`src/rtl/fft_pkg.sv`:
```
// Shared types and arithmetic helpers for the twiddle butterfly.
//   DW      : sample / twiddle component width, signed Q1.(DW-1)
//   PW      : width of the widened product-sum path (2*DW+1)
//   cplx_t  : packed complex sample {re, im}
//   RND     : round-half-up constant added before the >>> (DW-1)
//   sat_hit : true when a PW-bit value lies outside the DW-bit range
//   sat     : clamp a PW-bit value into the DW-bit range
package fft_pkg;

  localparam int unsigned DW = 16;
  localparam int unsigned PW = 2 * DW + 1;

  typedef struct packed {
    logic signed [DW-1:0] re;
    logic signed [DW-1:0] im;
  } cplx_t;

  localparam logic signed [PW-1:0] RND     = {{(DW + 2){1'b0}}, 1'b1, {(DW - 2){1'b0}}};
  localparam logic signed [PW-1:0] SAT_MAX = {{(DW + 2){1'b0}}, {(DW - 1){1'b1}}};
  localparam logic signed [PW-1:0] SAT_MIN = {{(DW + 2){1'b1}}, {(DW - 1){1'b0}}};

  function automatic logic sat_hit(input logic signed [PW-1:0] v);
    return (v > SAT_MAX) || (v < SAT_MIN);
  endfunction

  function automatic logic signed [DW-1:0] sat(input logic signed [PW-1:0] v);
    if (v > SAT_MAX) begin
      return SAT_MAX[DW-1:0];
    end else if (v < SAT_MIN) begin
      return SAT_MIN[DW-1:0];
    end else begin
      return v[DW-1:0];
    end
  endfunction

endpackage

```
`src/rtl/twiddle_butterfly_cmplx_mul.sv`:
```
// cmplx_mul: pipeline stages 1-2 of the butterfly, T = B * W.
//   Stage 1 registers the four full-width signed products.
//   Stage 2 combines them, rounds half up, shifts by DW-1 and saturates.
// Ports:
//   clk, rst_n     clock, async active-low reset (valid bits only)
//   en             global advance; all stage registers hold when low
//   in_valid       valid for the B/W pair presented this cycle
//   b, w           complex multiplicand and twiddle
//   out_valid      stage-2 valid
//   t              rounded, saturated product
//   sat_fire       a valid stage-1 entry saturates as it advances
module cmplx_mul
  import fft_pkg::*;
(
  input  logic  clk,
  input  logic  rst_n,
  input  logic  en,
  input  logic  in_valid,
  input  cplx_t b,
  input  cplx_t w,
  output logic  out_valid,
  output cplx_t t,
  output logic  sat_fire
);

  function automatic logic signed [2*DW-1:0] sx2(input logic signed [DW-1:0] x);
    return {{DW{x[DW-1]}}, x};
  endfunction

  logic                   v1_q, v1_d, v2_q, v2_d;
  logic signed [2*DW-1:0] p_rr_q, p_rr_d, p_ii_q, p_ii_d;
  logic signed [2*DW-1:0] p_ri_q, p_ri_d, p_ir_q, p_ir_d;
  cplx_t                  t_q, t_d;
  logic signed [PW-1:0]   tr_w, ti_w, tr_sh, ti_sh;

  always_comb begin
    v1_d   = v1_q;
    v2_d   = v2_q;
    p_rr_d = p_rr_q;
    p_ii_d = p_ii_q;
    p_ri_d = p_ri_q;
    p_ir_d = p_ir_q;
    t_d    = t_q;

    tr_w  = {p_rr_q[2*DW-1], p_rr_q} - {p_ii_q[2*DW-1], p_ii_q};
    ti_w  = {p_ri_q[2*DW-1], p_ri_q} + {p_ir_q[2*DW-1], p_ir_q};
    tr_sh = (tr_w + RND) >>> (DW - 1);
    ti_sh = (ti_w + RND) >>> (DW - 1);

    sat_fire = en & v1_q & (sat_hit(tr_sh) | sat_hit(ti_sh));

    if (en) begin
      v1_d   = in_valid;
      v2_d   = v1_q;
      p_rr_d = sx2(b.re) * sx2(w.re);
      p_ii_d = sx2(b.im) * sx2(w.im);
      p_ri_d = sx2(b.re) * sx2(w.im);
      p_ir_d = sx2(b.im) * sx2(w.re);
      t_d.re = sat(tr_sh);
      t_d.im = sat(ti_sh);
    end
  end

  always_ff @(posedge clk or negedge rst_n) begin
    if (!rst_n) begin
      v1_q <= 1'b0;
      v2_q <= 1'b0;
    end else begin
      v1_q <= v1_d;
      v2_q <= v2_d;
    end
  end

  always_ff @(posedge clk) begin
    p_rr_q <= p_rr_d;
    p_ii_q <= p_ii_d;
    p_ri_q <= p_ri_d;
    p_ir_q <= p_ir_d;
    t_q    <= t_d;
  end

  assign out_valid = v2_q;
  assign t         = t_q;

endmodule

```
`src/rtl/twiddle_butterfly.sv`:
```
// twiddle_butterfly: 3-stage radix-2 DIT butterfly, X = A + B*W, Y = A - B*W.
//   Stages 1-2 live in cmplx_mul; stage 3 (add/sub, output scaling) and the
//   valid/ready handshake live here. One global stall holds every stage.
// Ports:
//   clk, rst_n                  clock, async active-low reset
//   a_*, b_*, w_*               inputs A, B, twiddle W (signed Q1.15)
//   in_valid / in_ready         input handshake
//   x_*, y_*                    outputs X, Y
//   out_valid / out_ready       output handshake
//   ovf / ovf_clr               sticky saturation flag, synchronous clear
// Build option: BFLY_SCALE_EN scales each output by 1/2 (round half up)
// instead of saturating the sums.
module twiddle_butterfly #(
  parameter int unsigned DW = fft_pkg::DW
) (
  input  logic          clk,
  input  logic          rst_n,
  input  logic [DW-1:0] a_re,
  input  logic [DW-1:0] a_im,
  input  logic [DW-1:0] b_re,
  input  logic [DW-1:0] b_im,
  input  logic [DW-1:0] w_re,
  input  logic [DW-1:0] w_im,
  input  logic          in_valid,
  output logic          in_ready,
  output logic [DW-1:0] x_re,
  output logic [DW-1:0] x_im,
  output logic [DW-1:0] y_re,
  output logic [DW-1:0] y_im,
  output logic          out_valid,
  input  logic          out_ready,
  output logic          ovf,
  input  logic          ovf_clr
);

  import fft_pkg::*;

`ifdef BFLY_SCALE_EN
  // (s + 1) >>> 1: bits [DW:1] of the 17-bit sum plus one; cannot overflow.
  function automatic logic signed [DW-1:0] half(input logic signed [DW:0] s);
    logic [DW:0] r;
    r = s + (DW + 1)'(1);
    return r[DW:1];
  endfunction
`else
  function automatic logic signed [PW-1:0] sext(input logic signed [DW:0] s);
    return {{(PW - DW - 1){s[DW]}}, s};
  endfunction
`endif

  logic              stall, en;
  logic              v2, mul_sat, sum_hit;
  cplx_t             b_in, w_in, t2;
  cplx_t             a1_q, a1_d, a2_q, a2_d;
  cplx_t             x_q, x_d, y_q, y_d, x_n, y_n;
  logic              out_valid_q, out_valid_d, ovf_q, ovf_d;
  logic signed [DW:0] s_xr, s_xi, s_yr, s_yi;

  assign b_in = '{re: b_re, im: b_im};
  assign w_in = '{re: w_re, im: w_im};

  cmplx_mul u_mul (
    .clk      (clk),
    .rst_n    (rst_n),
    .en       (en),
    .in_valid (in_valid),
    .b        (b_in),
    .w        (w_in),
    .out_valid(v2),
    .t        (t2),
    .sat_fire (mul_sat)
  );

  always_comb begin
    stall = out_valid_q & ~out_ready;
    en    = ~stall;

    a1_d        = a1_q;
    a2_d        = a2_q;
    x_d         = x_q;
    y_d         = y_q;
    out_valid_d = out_valid_q;
    sum_hit     = 1'b0;

    s_xr = {a2_q.re[DW-1], a2_q.re} + {t2.re[DW-1], t2.re};
    s_xi = {a2_q.im[DW-1], a2_q.im} + {t2.im[DW-1], t2.im};
    s_yr = {a2_q.re[DW-1], a2_q.re} - {t2.re[DW-1], t2.re};
    s_yi = {a2_q.im[DW-1], a2_q.im} - {t2.im[DW-1], t2.im};

`ifdef BFLY_SCALE_EN
    x_n.re = half(s_xr);
    x_n.im = half(s_xi);
    y_n.re = half(s_yr);
    y_n.im = half(s_yi);
`else
    sum_hit = v2 & (sat_hit(sext(s_xr)) | sat_hit(sext(s_xi)) |
                    sat_hit(sext(s_yr)) | sat_hit(sext(s_yi)));
    x_n.re = sat(sext(s_xr));
    x_n.im = sat(sext(s_xi));
    y_n.re = sat(sext(s_yr));
    y_n.im = sat(sext(s_yi));
`endif

    if (en) begin
      a1_d        = '{re: a_re, im: a_im};
      a2_d        = a1_q;
      x_d         = x_n;
      y_d         = y_n;
      out_valid_d = v2;
    end

    // Saturation events count only as their stage advances, so a stalled
    // entry is flagged once and a concurrent clear still loses to it.
    ovf_d = (ovf_q & ~ovf_clr) | mul_sat | (en & sum_hit);
  end

  always_ff @(posedge clk or negedge rst_n) begin
    if (!rst_n) begin
      out_valid_q <= 1'b0;
      ovf_q       <= 1'b0;
      x_q         <= '0;
      y_q         <= '0;
    end else begin
      out_valid_q <= out_valid_d;
      ovf_q       <= ovf_d;
      x_q         <= x_d;
      y_q         <= y_d;
    end
  end

  always_ff @(posedge clk) begin
    a1_q <= a1_d;
    a2_q <= a2_d;
  end

  assign in_ready  = en;
  assign out_valid = out_valid_q;
  assign ovf       = ovf_q;
  assign x_re      = x_q.re;
  assign x_im      = x_q.im;
  assign y_re      = y_q.re;
  assign y_im      = y_q.im;

endmodule

```
`config.mk`:
```
export PLATFORM = sky130hd
export DESIGN_NAME = twiddle_butterfly
export DESIGN_NICKNAME = d
export VERILOG_FILES = /design/src/rtl/fft_pkg.sv /design/src/rtl/twiddle_butterfly_cmplx_mul.sv /design/src/rtl/twiddle_butterfly.sv
export SDC_FILE = /design/constraint.sdc
export NUM_CORES = 2
export LEC_CHECK = 0
export CORE_MARGIN = 2
export CORE_UTILIZATION = 50
export CTS_CLUSTER_DIAMETER = 80
export DETAILED_ROUTE_END_ITERATION = 8
export GPL_ROUTABILITY_DRIVEN = 0
export PLACE_DENSITY = 0.67
export SYNTH_ARGS = -nofsm -noshare
export SYNTH_HDL_FRONTEND = slang
export SYNTH_HIERARCHICAL = 1
export SYNTH_SLANG_ARGS = --single-unit
```
`constraint.sdc`:
```
create_clock -name clk -period 34.6 [get_ports clk]
set_clock_uncertainty 0.15 [all_clocks]
set_input_delay 10.38 -clock clk [delete_from_list [all_inputs] [get_ports clk]]
set_output_delay 10.38 -clock clk [all_outputs]
set_load 0.01 [all_outputs]
```
==> summary.md <==
| Metric | Value |
|---|---|
| Endpoints failing hold | 0 |
| Root Buffer | clkbuf_16 |
| Final critical-path share of the clock period | 66.54% |
| Post-synthesis compound-gate area fraction | 7.971% |
| Worst setup SP type | primary input |
| Main area contributors after synthesis | fa_1, edfxtp_1, ha_1 |
| Post-synthesis mux area share | 0.1264% |
| GR peak layer | met2 |
| Largest family of logic cells by synthesized area | adder cells |
| Critical path fanouts, max | 120 |
| Layout fillers | 9,933 |
| Final ANT Viol Nets | 0 |
| Critical R2R Launch | u_mul/p_ri_q[3]$_DFFE_PP_ |
| Drt first pass iters | 6 |
| Core area | 110,400 µm² |
| Endpoint type of the worst setup path | output port |
| Reg-to-reg critical path endpoint | ovf$_DFF_PN0_ |
| Hpwl dp | 103,900 µm |
| Most frequent cell on the critical path | clkdlybuf4s50_1 |
| Max clock buf depth | 3 |
| WL/cell | 18.30 µm |
| Most common cell in the synthesized netlist | inv_1 |
| Crit path cell chain | clkdlybuf4s50_1, nor2b_4, buf_4, inv_8, clkdlybuf4s50_1 |
| Worst hold endpoint | a2_q[17]$_DFFE_PN_ |
| Hold path start | a1_q[17]$_DFFE_PN_ |
| TritonCTS buffer count | 38 |
| Crit path max-delay family | buffers and inverters |
| Yosys reg bits | 292 |
| Clock-pin transition on the worst setup and hold timing paths | 60 ps |
| Register area | 8428 µm² |
| Largest net degree at the start of global routing | 121 |
| Grt met3 use | 4.055% |
| Xor/xnor share of the synthesized area | 3.479% |
| Reg2reg path depth | 17 |
| Leading area contributor after synthesis | fa_1 |
| Hold Path Cell Cnt | 0 |
| Critical Path RT | 24,070 ps |
| EDFF count, synth | 224 |
| Worst hold path class | flip-flop to flip-flop |
| Worst slew margin | 22.98% |
| Post-CTS Setup Inserts | 0 |
| Initial antenna violation count | 6 |
| Area of the die | 113,500 µm² |
| Asr flop ratio synth | 23.29% |
| Residual overflow from global routing | 0 |
| Status | finished, final reports clean |
| Nets | 7,409 |
| M2 GR Usage | 42.07% |
| Fmax | 43.43 MHz |
| Die X | 336.9 µm |
| Area occupied by multi-input gates | 41,060 µm² |
| Max-cap viol count | 0 |
| Top FF cell, synth | edfxtp_1 |
| Post-CTS Hold Buffers | 0 |
| First-pass GRT wire length | 221,000 µm |
| Area grow syn2layout | 7.847% |
| Unrepaired setup endpoints after global routing | no |
| Vias in the first global route | 42,140 |
| R2R Setup Slk | 29,600 ps |
| Detailed Route WL | 133,000 µm |
| Share of cells above drive strength 1 | 3.985% |
| Gr usage total | 24.76% |
| I/O pin cnt | 168 |
| Die Ht | 336.9 µm |
| Synth Warn # | 6 |
| Clk_lat worst skew | 610 ps |
| Max Slew Vio Count | 0 |
| Port Buffers | 167 |
| Critical path class | primary input to output port |
| Max incr delay on CP | 660 ps |
| CTS H-tree depth | 2 |
| Synth cell count leaders | inv_1, fa_1, nand2_1 |
| CP arrival | 12,490 ps |
| Mapped Area | 55,420 µm² |
| CTS sink count | 292 |
| Syn nets | 7,375 |
| Initial core utilization | 50.22% |
| Simple-gate share of the synthesized area | 12.88% |
| Synth Area in Adders | 49.62% |
| Bufs and invs on worst path | 4 |
| Measured slew at the worst slew-check pin | 1155 ps |
| Vias per Instance | 5.328 |
| CTS tree | yes |
| Row count | 122 |
| Tmin final | 23,020 ps |
| Crit-path slowest cell | clkdlybuf4s50_1 |
| Final setup vio count | 0 |
| Sequential area share after synthesis | 15.21% |
| Post-Synthesis Cells | 5,708 |
| Met1 Usage GRT | 32.29% |
| Avg Inst Size Synth | 9.710 µm² |
| Cts repair resizes | 0 |
| Iteration-0 DRC Markers | 2,099 |
| Via count | 38,710 |
| Post-route DRC | 0 |
| Setup total negative slack | 0 ps |
| Unique masters post-synth | 110 |
| Synth top area share | 38.00% |
-- registers in the layout, indices dropped and copies added (netlist names) --
name	count
a1_q	32
a2_q	32
out_valid	1
ovf	1
u_mul/out_valid	1
u_mul/p_ii_q	32
u_mul/p_ir_q	32
u_mul/p_ri_q	32
u_mul/p_rr_q	32
u_mul/t	32
u_mul/v1_q	1
x_im	16
x_re	16
y_im	16
y_re	16
-- cells by family after synthesis --
family | Yosys count
multiplexers | 5
flip-flops | 292
XOR/XNOR | 218
AO/OA/AOI/OAI | 642
buffers and inverters | 1550
AND/OR/NAND/NOR | 1434
adder cells (fa/ha/maj) | 1567
-- metal layers --
metal | up-vias | part of all wire [%]
met3 | 237 | 5.8
met1 | 19880 | 42
li1 | 17560 | -
met2 | 1029 | 48
met4 | 4 | 3.4
met5 | - | 0.021
-- worst max-delay path by stage --
stage / startpoint / to / cells after the start
after floorplan: out_ready / in_ready / 5
after global placement: out_ready / in_ready / 5
after detailed placement: out_ready / in_ready / 5
after CTS: out_ready / in_ready / 5
after global routing: out_ready / in_ready / 5
final: out_ready / in_ready / 5
-- area by class of cell --
| class | count | area share (%) |
|---|---|---|
| multi-input combinational | 3866 | 68.70 |
| clock inverter | 21 | 0.4166 |
| tap | 1488 | 3.115 |
| timing repair buffer | 239 | 3.659 |
| antenna | 5 | 0.02093 |
| clock buffer | 49 | 1.779 |
| inverter | 1305 | 8.208 |
| sequential | 292 | 14.10 |
-- metrics by stage --
step           hold WS [ps]  cells  setup slack, ps  instance area [µm²]  util, %
6_report              252.6   7265            11580                59770    54.16
5_1_grt               273.0   7260            11450                59760    54.15
4_1_cts               259.1   7260            11570                59760    54.15
3_5_place_dp          254.5   7190            11570                58450    52.96
3_3_place_gp          251.7   7190            11590                58450    52.96
2_1_floorplan         250.3   5708             6632                55420        -
-- placed cells by master (no fill, tap or decap), types with 21 or more instances in the layout --
master and n:
nor2_1 180, nor2b_1 23, o21bai_1 30, fa_1 1052, nand2_1 544, xnor2_1 163, a31oi_1 46, o21a_1 27
buf_4 72, nor3_1 30, o21ai_0 98, edfxtp_1 224, dfrtp_1 68, o21ai_1 21, clkbuf_16 39, and2_1 501
nand3_1 29, a21o_1 82, xor2_1 54, ha_1 514, clkdlybuf4s50_1 162, a21oi_1 168, inv_1 1301, nand2b_1 35
Power is left out: the tool's default activity adds up to more than one toggle a clock period on the data nets, which glitch-free logic cannot reach.
